==> src/rtl/dac_multi_controller.sv <==
// Multi-channel SPI DAC controller: serialises {addr,data} frames for each masked channel, mode 0, MSB first.
// Optional feature macro DAC_LDAC_EN adds the dac_ldac_n port and a simultaneous-update LDAC pulse.
module dac_multi_controller #(
  parameter int NUM_CH  = 4,
  parameter int DATA_W  = 16,
  parameter int ADDR_W  = 2,
  parameter int CLK_DIV = 2,
  parameter int CS_GAP  = 2
) (
  input  logic                     clk,
  input  logic                     rst,
  input  logic                     start_dac,
  input  logic [NUM_CH-1:0]        ch_mask,
  input  logic [NUM_CH*DATA_W-1:0] dac_vals,
  output logic                     busy,
  output logic                     dac_done,
  output logic                     spi_clk,
  output logic                     spi_mosi,
  output logic                     spi_cs
`ifdef DAC_LDAC_EN
  ,
  output logic                     dac_ldac_n
`endif
);

  localparam int F     = ADDR_W + DATA_W;
  localparam int CH_W  = (NUM_CH > 1) ? $clog2(NUM_CH) : 1;
  localparam int BIT_W = $clog2(F + 1);
  localparam int CNT_W = 16;

  typedef enum logic [2:0] {
    IDLE, SELECT, SETUP, SHIFT, GAP, LDAC, DONE
  } state_t;

  state_t                     state, state_n;
  logic [CNT_W-1:0]           cnt, cnt_n;
  logic                       phase, phase_n;   // 0: spi_clk high half, 1: low half
  logic [BIT_W-1:0]           bit_idx, bit_n;
  logic [NUM_CH-1:0]          pend, pend_n;
  logic [F-1:0]               frame, frame_n;
  logic [NUM_CH*DATA_W-1:0]   vals;
  logic                       latch;
  logic [CH_W-1:0]            sel;

  logic busy_n, done_n, clk_n, mosi_n, cs_n;
`ifdef DAC_LDAC_EN
  logic ldac_n_n;
`endif

  function automatic logic [CH_W-1:0] lowest_set(input logic [NUM_CH-1:0] m);
    lowest_set = '0;
    for (int i = NUM_CH - 1; i >= 0; i--) begin
      if (m[i]) lowest_set = CH_W'(i);
    end
  endfunction

  // Channel index wraps to ADDR_W bits when there are more channels than addresses.
  function automatic logic [ADDR_W-1:0] ch_addr(input logic [CH_W-1:0] ch);
    logic [31:0] w;
    w = 32'(ch);
    return w[ADDR_W-1:0];
  endfunction

  assign sel = lowest_set(pend);

  always_comb begin
    state_n = state;
    cnt_n   = cnt;
    phase_n = phase;
    bit_n   = bit_idx;
    pend_n  = pend;
    frame_n = frame;
    latch   = 1'b0;
    case (state)
      IDLE: begin
        if (start_dac) begin
          latch   = 1'b1;
          pend_n  = ch_mask;
          cnt_n   = '0;
          state_n = (ch_mask == '0) ? DONE : SELECT;
        end
      end
      SELECT: begin
        frame_n = {ch_addr(sel), vals[int'(sel)*DATA_W +: DATA_W]};
        pend_n  = pend & ~(NUM_CH'(1) << sel);
        cnt_n   = '0;
        state_n = SETUP;
      end
      SETUP: begin
        if (cnt == CNT_W'(CLK_DIV - 1)) begin
          cnt_n   = '0;
          phase_n = 1'b0;
          bit_n   = '0;
          state_n = SHIFT;
        end else begin
          cnt_n = cnt + CNT_W'(1);
        end
      end
      SHIFT: begin
        if (cnt == CNT_W'(CLK_DIV - 1)) begin
          cnt_n = '0;
          if (!phase) begin
            // Falling edge: present the next bit; the last bit is held until GAP.
            phase_n = 1'b1;
            if (bit_idx != BIT_W'(F - 1)) frame_n = {frame[F-2:0], 1'b0};
          end else if (bit_idx == BIT_W'(F - 1)) begin
            state_n = GAP;
          end else begin
            bit_n   = bit_idx + BIT_W'(1);
            phase_n = 1'b0;
          end
        end else begin
          cnt_n = cnt + CNT_W'(1);
        end
      end
      GAP: begin
        if (cnt == CNT_W'(CS_GAP - 1)) begin
          cnt_n = '0;
          if (pend != '0) begin
            state_n = SELECT;
          end else begin
`ifdef DAC_LDAC_EN
            state_n = LDAC;
`else
            state_n = DONE;
`endif
          end
        end else begin
          cnt_n = cnt + CNT_W'(1);
        end
      end
`ifdef DAC_LDAC_EN
      LDAC: begin
        if (cnt == CNT_W'(2 * CLK_DIV - 1)) begin
          cnt_n   = '0;
          state_n = DONE;
        end else begin
          cnt_n = cnt + CNT_W'(1);
        end
      end
`endif
      DONE: state_n = IDLE;
      default: state_n = IDLE;
    endcase
  end

  // Output flops are loaded from the next-state decode so pins stay glitch-free and aligned with state.
  always_comb begin
    cs_n   = !((state_n == SETUP) || (state_n == SHIFT));
    clk_n  = (state_n == SHIFT) && !phase_n;
    mosi_n = ((state_n == SETUP) || (state_n == SHIFT)) ? frame_n[F-1] : 1'b0;
    busy_n = !((state_n == IDLE) || (state_n == DONE));
    done_n = (state_n == DONE);
`ifdef DAC_LDAC_EN
    ldac_n_n = (state_n != LDAC);
`endif
  end

  always_ff @(posedge clk or posedge rst) begin
    if (rst) begin
      state    <= IDLE;
      cnt      <= '0;
      phase    <= 1'b0;
      bit_idx  <= '0;
      pend     <= '0;
      busy     <= 1'b0;
      dac_done <= 1'b0;
      spi_clk  <= 1'b0;
      spi_mosi <= 1'b0;
      spi_cs   <= 1'b1;
`ifdef DAC_LDAC_EN
      dac_ldac_n <= 1'b1;
`endif
    end else begin
      state    <= state_n;
      cnt      <= cnt_n;
      phase    <= phase_n;
      bit_idx  <= bit_n;
      pend     <= pend_n;
      busy     <= busy_n;
      dac_done <= done_n;
      spi_clk  <= clk_n;
      spi_mosi <= mosi_n;
      spi_cs   <= cs_n;
`ifdef DAC_LDAC_EN
      dac_ldac_n <= ldac_n_n;
`endif
    end
  end

  always_ff @(posedge clk) begin
    frame <= frame_n;
    if (latch) vals <= dac_vals;
  end

endmodule
==> config.mk <==
export PLATFORM = sky130hd
export DESIGN_NAME = dac_multi_controller
export DESIGN_NICKNAME = d
export VERILOG_FILES = /design/src/rtl/dac_multi_controller.sv
export SDC_FILE = /design/constraint.sdc
export NUM_CORES = 1
export LEC_CHECK = 0
export BUFFER_PORTS_ARGS = -buffer_cell sky130_fd_sc_hd__buf_2
export CAP_MARGIN = 15
export CORE_MARGIN = 5
export CORE_UTILIZATION = 45
export CTS_BUF_LIST = sky130_fd_sc_hd__clkbuf_2
export DETAILED_ROUTE_END_ITERATION = 10
export GPL_TIMING_DRIVEN = 0
export PLACE_DENSITY_LB_ADDON = 0.2
export SYNTH_ARGS = -nofsm -noshare
export SYNTH_HDL_FRONTEND = slang
export SYNTH_SLANG_ARGS = --single-unit
==> constraint.sdc <==
create_clock -name clk -period 4.05 [get_ports clk]
set_input_delay 0.405 -clock clk [delete_from_list [all_inputs] [get_ports clk]]
set_output_delay 0.405 -clock clk [all_outputs]
set_load 0.01 [all_outputs]
==> results.md <==
- Status: complete, no violations
- Die X: 115 um
- TritonRoute pass-1 iters: 4
- Chip Height: 115 um
- Via count: 3,525
- Crit Path Max Fanout: 17
- CTS tree: built
- Post-synthesis cell count: 350
- NumNets Final: 590
- Hold Path Class: in2reg
- Synthesized area: 0.00500 mm^2
- Input/output buffers: 75
- Core Region: 0.0109 mm^2
- Maximum operating frequency: 414 MHz
- VDD IR max: 251 uV
- Async SR Flop Fraction: 29.3%
- Power Dens Cells: 323 mW/mm^2
- Final setup fails: 0
- Compound-cell area share of the yosys netlist: 9.63%
- Placer Congestion: 0.807
- Filler cells: 846
- Max-cap violations: 0
- Sequential share of the synthesized area: 66.1%
- Final WL: 10.6 mm
- DR WL/cell: 15.9 um
- Core Rows: 38
- Buffer depth of the longest clock path: 2
- # DRC: 0
- GR Util All Layers: 17.3%
- Worst-path clk slew: 200 ps
- Share of cells above drive strength 1: 28.6%
- Number of flops mapped to enable cells by yosys: 81
- Tightest Pin Transition: 981 ps
- Final Max Slew Viols: 0
- Largest net degree at the start of global routing: 39
- Antenna Cells: 0
- Netlist cell types: 54
- Synth top area cells: edfxtp_1 49%, dfrtp_1 17%, mux4_2 7.2%, a22o_1 3.0%, nand2_1 2.6%
- H-tree depth reported by CTS: 4
- TritonCTS buffer count: 17
- Worst reg2reg setup slack: 1630 ps
- Synth Area in Simple Gates: 12.5%
- Worst-Skew Late Latency: 670 ps
- Die Footprint: 0.0133 mm^2
- Post-Syn Nets: 425
- RSZ-0062 raised after global routing: no
- Antenna-violating nets left: 0
- Setup crit start kind: flop
- Sink Count: 116
- Slew HR: 34.0%
- Area Growth Syn to Fin: 30.3%
- Lkg Pwr: 2.46 nW
- Crit path arrival time: 2710 ps
- Dpl ws: 1590 ps
- Crit path kind: reg2reg
- Root Buffer Master: clkbuf_2
- Post-Route Skew: 40.2 ps
- Yosys reg bits: 116
- Setup TNS Final: 0 ps
- Worst EP required: 4340 ps
- IO Count: 76
- Fin crit share: 59.7%
- Warnings from Yosys: 0
- Mapped Avg Cell Area: 14.3 um^2
- GRT overflow: 0
- Hold Fails Final Rpt: 0
- Global-route wire length before repair: 17.5 mm
- Post-CTS setup buffers: 0
- Post-synthesis adder-cell area fraction: 1.00%
- Top FF cell, synth: edfxtp_1
- Post-synthesis xor/xnor area fraction: 1.05%
- Starting Density: 45.9%
- Area leader, netlist: edfxtp_1
- Post-layout min period: 2420 ps
- Initial antenna violation count: 0
- Top cell type's share of synthesized area: 48.6%
- Largest family of logic cells by synthesized area: simple AND/OR/NAND/NOR gates
- Vias in the first global route: 3,612
- Initial drt markers: 263
- Mux cell area share after synthesis: 7.80%
- Setup WS post-layout: 1630 ps
- Post-DR vias/cell: 5.28
- Crit end category: flop
- Hold WS: 159 ps
- Post-DP HPWL: 6.88 mm
==> final timing paths <==
path	start	to	cells after the start
worst max register to register	cnt[1]$_DFFE_PP0P_	frame[0]$_DFFE_PP_	6
min in group asynchronous	rst	cnt[2]$_DFFE_PP0P_	3
worst min-delay path	start_dac	state[0]$_DFF_PP0_	4
worst max-delay path	cnt[1]$_DFFE_PP0P_	frame[0]$_DFFE_PP_	6
max in group asynchronous	rst	spi_cs$_DFF_PP1_	4
worst min register to register	frame[17]$_DFF_P_	frame[17]$_DFF_P_	2
==> routing by layer <==
| layer | vias up | track usage, % | wire length (um) |
|---|---|---|---|
| met1 | 1732 | 21.1 | 4410 |
| met3 | 9 | 6.01 | 529 |
| met5 | - | 0 | 0 |
| met4 | 0 | 4.93 | 87 |
| met2 | 89 | 29.3 | 5600 |
| li1 | 1695 | - | - |
==> sequential cells by signal, summed over array words and instances, names as in the netlist, 3 cells and up <==
register	count
pend	4
frame	18
vals	64
bit_idx	5
cnt	16
state	3
==> cells by family after synthesis <==
logic type | Yosys count
adders and majority gates | 4
buffers and inverters | 21
xor gates and xnor gates | 6
muxes | 19
AOI/OAI and AO/OA | 70
and+or+nand+nor | 114
DFF | 116
==> metrics by stage <==
stage               cell area [um^2]  std cells  util [%]  total power (W)
global placement                5560        565      51.0          0.00139
finish                          6520        668      59.9          0.00211
global route                    6520        668      59.9          0.00220
detailed placement              5610        567      51.5          0.00139
CTS                             6520        668      59.9          0.00213
floorplan                       5000        350         -          0.00134
==> area by class of cell <==
class | instances | area [um^2] | share of cell area (%)
Timing Repair Buffer | 146 | 1110 | 17.1
Sequential cell | 116 | 3300 | 50.7
Clock inverter | 15 | 130 | 2.00
Multi-Input combinational cell | 213 | 1610 | 24.7
Clock buffer | 17 | 85.1 | 1.31
Inverter | 9 | 33.8 | 0.518
Tap cell | 140 | 175 | 2.69
Buffer | 12 | 63.8 | 0.979
==> cell usage after synthesis (5+ instances only) <==
cell type	number
inv_1	9
edfxtp_1	81
nand2_1	35
dfrtp_1	33
a21oi_1	9
buf_2	6
a22o_1	17
a31oi_1	5
nand3_1	10
o21ai_0	21
nand4_1	6
nor3_1	9
nor2_1	21
mux4_2	16
==> cell usage in the layout (no fill, tap or decap), drive strengths merged, types with 6 or more instances in the layout <==
cell	instances
edfxtp	81
nand4	7
inv	13
dlygate4sd3	69
nand3	10
a22o	17
clkbuf	21
clkinv	8
o21ai	23
mux4	16
and3	6
nand2	35
buf	85
a21oi	9
nor2	22
nor3	9
dfrtp	33
==> power by group <==
part	switching [W]	internal, W
registers	0.00000293	0.00127
clock network	0.000461	0.000224
logic	0.0000514	0.0000958
total	0.000516	0.00159
==> worst max-delay path, stage by stage (launching register included) <==
cell and delay, ps:
dfrtp_1 440, inv_1 80, ha_1 140, nor4b_4 230, and4_2 310, nand2_1 90, a21oi_2 730
==> timing repair <==
item,CTS,global route
gates resized for setup,0,0
endpoints found under the hold margin,79,0
hold buffers,69,0
endpoints found under the setup margin,0,0
Note: power is estimated with default switching activity, not from simulation.
